### config.mk
export PLATFORM = sky130hd
export DESIGN_NAME = boot_led_seq
export DESIGN_NICKNAME = d
export VERILOG_FILES = /design/src/rtl/boot_led_seq.sv
export SDC_FILE = /design/constraint.sdc
export NUM_CORES = 1
export LEC_CHECK = 0
export ABC_AREA = 1
export CORE_UTILIZATION = 60
export DETAILED_ROUTE_END_ITERATION = 16
export GPL_ROUTABILITY_DRIVEN = 0
export PLACE_DENSITY = 0.79
export SLEW_MARGIN = 10
export SYNTH_ARGS = -nofsm -noshare
export SYNTH_HDL_FRONTEND = slang
export SYNTH_SLANG_ARGS = --single-unit
### constraint.sdc
create_clock -name i_clk -period 1.66 [get_ports i_clk]
set_input_delay 0.166 -clock i_clk [delete_from_list [all_inputs] [get_ports i_clk]]
set_output_delay 0.166 -clock i_clk [all_outputs]
set_load 0.02 [all_outputs]
### src/rtl/boot_led_seq.sv
// Power-up LED sequencer: all-on, all-off, optional walking-one chase, then
// hands the LEDs to functional control with a fault-blink override.
module boot_led_seq #(
  parameter int NUM_LED   = 4,
  parameter int ON_CYC    = 40000000,
  parameter int OFF_CYC   = 40000000,
  parameter int CHASE_EN  = 1,
  parameter int CHASE_CYC = 10000000,
  parameter int CHASE_DIR = 0,
  parameter int BLINK_CYC = 20000000
) (
  input  logic               i_clk,
  input  logic               i_res,
  input  logic [NUM_LED-1:0] i_led,
  input  logic               i_restart,
  input  logic               i_fault,
  output logic [NUM_LED-1:0] o_led,
  output logic               o_busy,
  output logic               o_done
);

  localparam int MAX_BOOT = (ON_CYC > OFF_CYC) ? ON_CYC : OFF_CYC;
  localparam int MAX_PH   = (MAX_BOOT > CHASE_CYC) ? MAX_BOOT : CHASE_CYC;
  localparam int MAX_CYC  = (MAX_PH > BLINK_CYC) ? MAX_PH : BLINK_CYC;
  localparam int CNT_W    = $clog2(MAX_CYC) + 1;
  localparam int IDX_W    = (NUM_LED > 1) ? $clog2(NUM_LED) : 1;

  localparam logic [CNT_W-1:0] ON_LAST    = CNT_W'(ON_CYC - 1);
  localparam logic [CNT_W-1:0] OFF_LAST   = CNT_W'(OFF_CYC - 1);
  localparam logic [CNT_W-1:0] CHASE_LAST = CNT_W'(CHASE_CYC - 1);
  localparam logic [CNT_W-1:0] BLINK_LAST = CNT_W'(BLINK_CYC - 1);
  localparam logic [IDX_W-1:0] IDX_LAST   = IDX_W'(NUM_LED - 1);

  typedef enum logic [1:0] {S_ON, S_OFF, S_CHASE, S_RUN} state_e;

  state_e             state_q, state_d;
  logic [CNT_W-1:0]   cnt_q, cnt_d;
  logic [IDX_W-1:0]   idx_q, idx_d;
  logic [CNT_W-1:0]   blink_cnt_q, blink_cnt_d;
  logic               blink_ph_q, blink_ph_d;
  logic [NUM_LED-1:0] led_q, led_d;
  logic               busy_q, busy_d;
  logic               done_q, done_d;

  logic [IDX_W-1:0]   lit_idx;
  logic [NUM_LED-1:0] chase_led;

  // State register.
  // NOTE: sequential state uses non-blocking assignments so every flop samples
  // pre-edge values regardless of process ordering.
  always_ff @(posedge i_clk) begin
    if (i_res) begin
      state_q <= S_ON;
      cnt_q   <= '0;
      idx_q   <= '0;
    end else begin
      state_q <= state_d;
      cnt_q   <= cnt_d;
      idx_q   <= idx_d;
    end
  end

  // Next-state logic; restart outranks every phase transition.
  // NOTE: every always_comb output gets a default first so no path infers a latch.
  always_comb begin
    state_d = state_q;
    cnt_d   = cnt_q + CNT_W'(1);
    idx_d   = idx_q;
    if (i_restart) begin
      state_d = S_ON;
      cnt_d   = '0;
      idx_d   = '0;
    end else begin
      case (state_q)
        S_ON: begin
          if (cnt_q == ON_LAST) begin
            state_d = S_OFF;
            cnt_d   = '0;
          end
        end
        S_OFF: begin
          if (cnt_q == OFF_LAST) begin
            state_d = (CHASE_EN != 0) ? S_CHASE : S_RUN;
            cnt_d   = '0;
          end
        end
        S_CHASE: begin
          if (cnt_q == CHASE_LAST) begin
            cnt_d = '0;
            if (idx_q == IDX_LAST) begin
              state_d = S_RUN;
              idx_d   = '0;
            end else begin
              idx_d = idx_q + IDX_W'(1);
            end
          end
        end
        default: cnt_d = '0;
      endcase
    end
  end

  assign lit_idx   = (CHASE_DIR != 0) ? (IDX_LAST - idx_q) : idx_q;
  assign chase_led = NUM_LED'(1) << lit_idx;

  // Output decode; o_done fires on the first RUN cycle while busy is still high.
  always_comb begin
    led_d       = '1;
    busy_d      = 1'b1;
    done_d      = 1'b0;
    blink_cnt_d = '0;
    blink_ph_d  = 1'b1;
    if (!i_restart) begin
      case (state_q)
        S_ON:    led_d = '1;
        S_OFF:   led_d = '0;
        S_CHASE: led_d = chase_led;
        default: begin
          busy_d = 1'b0;
          done_d = busy_q;
          if (i_fault) begin
            led_d = blink_ph_q ? '1 : '0;
            if (blink_cnt_q == BLINK_LAST) begin
              blink_cnt_d = '0;
              blink_ph_d  = ~blink_ph_q;
            end else begin
              blink_cnt_d = blink_cnt_q + CNT_W'(1);
              blink_ph_d  = blink_ph_q;
            end
          end else begin
            led_d = i_led;
          end
        end
      endcase
    end
  end

  always_ff @(posedge i_clk) begin
    if (i_res) begin
      blink_cnt_q <= '0;
      blink_ph_q  <= 1'b1;
      led_q       <= '1;
      busy_q      <= 1'b1;
      done_q      <= 1'b0;
    end else begin
      blink_cnt_q <= blink_cnt_d;
      blink_ph_q  <= blink_ph_d;
      led_q       <= led_d;
      busy_q      <= busy_d;
      done_q      <= done_d;
    end
  end

  assign o_led  = led_q;
  assign o_busy = busy_q;
  assign o_done = done_q;

endmodule

==> impl_metrics.json, run 1 <==
{
  "outcome": "completed",
  "max_freq_mhz": 604,
  "synth_area_leader_cell": "dfxtp_1",
  "p_per_area_nw_per_um2": 704,
  "cp-start-kind": "register",
  "synth_common_cells": "103 x nand2_1, 101 x nor2_1, 65 x dfxtp_1",
  "final_util_pct": 75.4,
  "setup_slack_ps": 5.46,
  "h-tree-depth": 3,
  "initial_core_util_pct": 63.7,
  "synth-seq-cells": 65,
  "period_needed_ps": 1650,
  "cts_root_buf": "clkbuf_8",
  "fin_nets": 576,
  "ios": 14,
  "drv_slew": 0,
  "syn_nets": 532,
  "yosysSeqAreaShare_pct": 36.5,
  "final_layout_size_suffix_gt1_share_pct": 15.0,
  "critPathRequiredTime_ps": 1900,
  "postPlaceCellArea_um2": 3940,
  "ys_warn_count": 0,
  "grt-ovfl-total": 0,
  "multi_input_area_um2": 2040,
  "cp-end-kind": "register",
  "syn_inst": 512,
  "finalSetupViolCount": 0,
  "synth_ff_type": "dfxtp_1",
  "area_delta_synth_final_pct": 18.4,
  "insertion_delay_ps": 340,
  "tritoncts": "built",
  "via_per_inst": 5.39,
  "maxSlewHeadroom_pct": 64.4,
  "grt_pass1_vias": 3316,
  "vias": 3415,
  "arrival_ps": 1890,
  "place_ws_ps": -13.8,
  "drc": 0,
  "cts.sinks": 65,
  "drtIter0Drc": 175,
  "syn_area_um2": 3570,
  "gr-usage-all-layers_pct": 28.2,
  "post-route-cell-area_um2": 4230,
  "crit_type": "register to register",
  "coreArea_um2": 5610,
  "clk_pin_slew_ps": 70,
  "wirelength_mm": 8.43,
  "async_reset_ff_share_pct": 0,
  "clockBufferDepth": 2,
  "min_path_type": "primary input to register",
  "post-route-period-util_pct": 99.7,
  "cts-buffers-inserted": 9,
  "die_w_um": 79.1,
  "crit_fanout": 5,
  "synth_area_leaders": "dfxtp_1 36%, nand2_1 11%, nor2_1 11%",
  "rsz0062_at_grt": "yes",
  "dp_hpwl_mm": 6.08,
  "netlist.area_leader.share_pct": 36.5,
  "antenna_found_initial": 0,
  "n_antenna_cell": 0,
  "cap_violations": 0,
  "ant_nets": 0,
  "design.die.area_um2": 6260,
  "avgSynthCellArea_um2": 6.97,
  "port_buffers": 13,
  "skew_ps": 8.74,
  "synth.most_common_cell": "nand2_1",
  "worst_pin_slew_ps": 530,
  "num_rows": 27,
  "final.fill_count": 439,
  "irDropWorstVdd_v": 0.000520,
  "synth_edf_count": 0,
  "detail_route.wl_per_cell_um": 13.3,
  "die_h_um": 79.1,
  "hold_violations": 0,
  "seq_area_um2": 1310,
  "p_leak_uw": 0.00151,
  "grt_pass1_wl_mm": 13.7,
  "synth_cell_type_count": 32,
  "grt_max_degree": 28,
  "dr.pass1.iters": 5
}
[worst max-delay path, cell delays in order, from the launching register on]
cell and delay [ps]:
dfxtp_2 350, ha_4 150, nand2_4 50, nor2_4 170
nand2_4 90, nor3_4 260, nand3_4 140, nor2_2 140
nand2_1 60, nand2_1 80, nor2_1 40
[registers in the layout, summed over array words and instances (netlist names)]
signal	cells
o_led	4
blink_cnt_q	27
o_busy	1
cnt_q	27
o_done	1
idx_q	2
blink_ph_q	1
state_q	2
[worst paths after layout]
path,start,to,slack [ps],cells past startpoint
min,i_led[3],o_led[3]$_SDFF_PP1_,400,3
max,cnt_q[0]$_SDFF_PP0_,cnt_q[26]$_SDFF_PP0_,5,10
min reg2reg,blink_cnt_q[26]$_SDFF_PP0_,blink_cnt_q[26]$_SDFF_PP0_,480,2
max reg2reg,cnt_q[0]$_SDFF_PP0_,cnt_q[26]$_SDFF_PP0_,5,10
[timing repair]
item,in CTS,in global routing
hold buffers,0,0
setup endpoints to repair,24,31
gates resized for setup,2,18
pin swaps,0,6
setup buffers,0,3
[cell families (layout without fill, tap and decap cells)]
kind of cell / after synthesis / in the layout / synth area share, %
adder cells (fa/ha/maj): 12 / 12 / 4.21
AND/OR/NAND/NOR: 313 / 313 / 40.9
flip-flops: 65 / 65 / 36.5
AO/OA/AOI/OAI: 26 / 26 / 3.96
XOR/XNOR: 25 / 25 / 6.13
buffers and inverters: 71 / 120 / 8.38
[final cells by class]
class / instances / area share [%]
multi-input cells: 376 / 48.2
flip-flops and latches: 65 / 30.9
repair buffers: 40 / 8.47
inverters: 64 / 5.68
clock buffers: 11 / 3.35
well taps: 72 / 2.13
clock inverters: 5 / 1.30
[power breakdown]
group | internal, uW | switching [uW] | total, uW
combinational | 28.1 | 29.5 | 57.7
sequential | 1560 | 2.46 | 1560
clock | 729 | 623 | 1350
[placed cells by master (no fill, tap or decap), drive strengths merged, types with 13 or more instances in the layout]
| cell | instances |
|---|---|
| buf | 27 |
| dfxtp | 65 |
| clkdlybuf4s50 | 13 |
| nor2 | 107 |
| nand3 | 32 |
| nor3 | 33 |
| a21oi | 16 |
| nand2 | 112 |
| xor2 | 20 |
| nand4 | 20 |
| inv | 64 |
[per-layer routing]
layer | part of all wire (%) | track usage, % | wire, um
met1 | 41 | 29.8 | 3420
met2 | 53 | 52.3 | 4440
met3 | 4.1 | 6.78 | 347
met4 | 2.6 | 12.5 | 223
met5 | 0 | 0 | 0
[metrics by stage]
step	std cells	power (uW)	TNS, ps	hold WS, ps
finish	633	2970	0	396
global route	633	3080	-266	415
CTS	630	2990	0	388
detailed placement	614	1650	-45.9	465
global placement	614	1650	0	445
floorplan	512	1630	0	314
No activity file was read; power rests on OpenSTA's default activity.
==> run 2: changes to the inputs <==
--- a/config.mk
+++ b/config.mk
@@ -6,6 +6,7 @@
 export NUM_CORES = 1
 export LEC_CHECK = 0
 export ABC_AREA = 1
+export ABC_CLOCK_PERIOD_IN_PS = 1900
 export CORE_UTILIZATION = 60
 export DETAILED_ROUTE_END_ITERATION = 16
 export GPL_ROUTABILITY_DRIVEN = 0
==> constraint.sdc (replaced) <==
create_clock -name i_clk -period 1.9 [get_ports i_clk]
set_input_delay 0.19 -clock i_clk [delete_from_list [all_inputs] [get_ports i_clk]]
set_output_delay 0.19 -clock i_clk [all_outputs]
set_load 0.02 [all_outputs]
==> impl_metrics.json, run 2 (synthesis gave the netlist of run 1 again) <==
{
  "ant_nets": 0,
  "hold_depth": 3,
  "h-tree-depth": 3,
  "dr.pass1.iters": 5,
  "swShare_pct": 20.8,
  "p_per_area_nw_per_um2": 653,
  "final_common_cell": "nand2_1",
  "post_cts_buffers": 0,
  "irDropWorstVdd_v": 0.000428,
  "cts.sinks": 65,
  "antenna_found_initial": 0,
  "reg2reg_slack_ps": 160,
  "crit_chain": "ha_1, nand3_2, buf_4, nor2_4, nand3_2, o21ai_0, inv_1, nor3_1",
  "p_leak_uw": 0.00134,
  "drtIter0Drc": 187,
  "grt_pass1_vias": 3034,
  "skew_ps": 10.6,
  "timing.rr.end": "blink_cnt_q[14]$_SDFF_PP0_",
  "post-route-period-util_pct": 91.4,
  "via_per_inst": 5.21,
  "whs_ps": 440,
  "startpoint": "blink_cnt_q[0]$_SDFF_PP0_",
  "tritoncts": "built",
  "insertion_delay_ps": 340,
  "clockBufferDepth": 2,
  "period_needed_ps": 1740,
  "initial_core_util_pct": 63.7,
  "die_h_um": 79.1,
  "postPlaceCellArea_um2": 3760,
  "design.die.area_um2": 6260,
  "outcome": "completed",
  "num_rows": 27,
  "critPathRequiredTime_ps": 2150,
  "rsz0062_at_grt": "no",
  "layout_common_cells": "103 x nand2_1, 100 x nor2_1, 65 x dfxtp_1",
  "finalSetupViolCount": 0,
  "final_layout_size_suffix_gt1_share_pct": 9.31,
  "crit_type": "register to register",
  "p_comb_share_pct": 1.7,
  "cts-buffers-inserted": 9,
  "gr-usage-all-layers_pct": 25.5,
  "grt-ovfl-total": 0,
  "cp.depth": 8,
  "vias": 3174,
  "cp-start-kind": "register",
  "detail_route.wl_per_cell_um": 12.2,
  "switching_power_uw": 538,
  "critPathCapture": "blink_cnt_q[14]$_SDFF_PP0_",
  "maxSlewHeadroom_pct": 68.3,
  "clkPwrFrac_pct": 45.6,
  "coreArea_um2": 5610,
  "instances_no_fill": 609,
  "slowest_delay_ps": 410,
  "cp-end-kind": "register",
  "cap_violations": 0,
  "cts_resized": 0,
  "dp_hpwl_mm": 5.55,
  "clk_pin_slew_ps": 70,
  "slowest_stage": "dfxtp_1",
  "dp_cells": 594,
  "rr_startpoint": "blink_cnt_q[0]$_SDFF_PP0_",
  "fin_nets": 553,
  "internal_power_uw": 2050,
  "p_seq_share_pct": 52.7,
  "cp_common_cell": "nand3_2",
  "ios": 14,
  "port_buffers": 13,
  "grt_max_degree": 28,
  "drc": 0,
  "drv_slew": 0,
  "worst_pin_slew_ps": 471,
  "min_path_type": "primary input to register",
  "arrival_ps": 1990,
  "die_w_um": 79.1,
  "crit_buf_inv": 2,
  "cts_root_buf": "clkbuf_8",
  "area_delta_synth_final_pct": 11.1,
  "hold_violations": 0,
  "max_freq_mhz": 576,
  "post-route-cell-area_um2": 3970,
  "grt_pass1_wl_mm": 12.6,
  "fin_tns_setup_ps": 0,
  "wirelength_mm": 7.43,
  "path_delay_family": "simple AND/OR/NAND/NOR gates",
  "reg2reg_depth": 8,
  "holdBufCountCts": 0,
  "n_antenna_cell": 0,
  "crit_fanout": 5
}
[run 2: changes by cell type in the layout (fill, tap and decap cells not counted), sizes merged]
cell | previous run | this run
buf | 27 | 4
clkinvlp | 2 | 0
clkbuf | 11 | 12
[run 2: worst min path at each step]
stage / startpoint / endpoint / slack (ps)
global route: i_led[1] / o_led[1]$_SDFF_PP1_ / 460
global placement: cnt_q[0]$_SDFF_PP0_ / cnt_q[0]$_SDFF_PP0_ / 440
floorplan: i_restart / o_busy$_SDFF_PP1_ / 340
detailed placement: blink_cnt_q[26]$_SDFF_PP0_ / blink_cnt_q[26]$_SDFF_PP0_ / 460
CTS: i_led[2] / o_led[2]$_SDFF_PP1_ / 430
finish: i_led[2] / o_led[2]$_SDFF_PP1_ / 440
[run 2: cell type report]
class	count	area [um2]
clock buffers	12	155
clock inverters	3	40.0
fillers	459	1640
inverters	64	240
multi-input cells	376	1980
flip-flops and latches	65	1300
well taps	72	90.1
repair buffers	17	160
[run 2: power groups by stage]
stage	Sequential, uW	Clock, uW	Combinational [uW]
4_1_cts	1370	1200	42.3
2_1_floorplan	1400	0	24.4
3_5_place_dp	1400	0	42.0
6_report	1370	1180	43.6
3_3_place_gp	1400	0	42.0
5_1_grt	1370	1260	48.4
[run 2: metrics by stage]
step	util, %	power (uW)	setup slack [ps]
final	70.7	2590	164
after global placement	67.1	1440	215
after floorplan	-	1420	377
after detailed placement	67.1	1440	111
after global routing	70.7	2670	6.14
after CTS	70.5	2600	86.9
[run 2: worst register-to-register path: stages (launching register included)]
cell and delay, ps:
dfxtp_1 410, ha_1 240, nand3_2 100, buf_4 160
nor2_4 160, nand3_2 150, o21ai_0 210, inv_1 60
nor3_1 160
[run 2: per-layer routing]
metal	wire length, um	up-vias	global-route usage [%]	share of wire, %
li1	-	1673	-	-
met4	145	0	11.1	2.0
met3	202	15	4.83	2.7
met2	3610	48	44.7	49
met1	3470	1438	30.1	47
met5	0	-	0	0
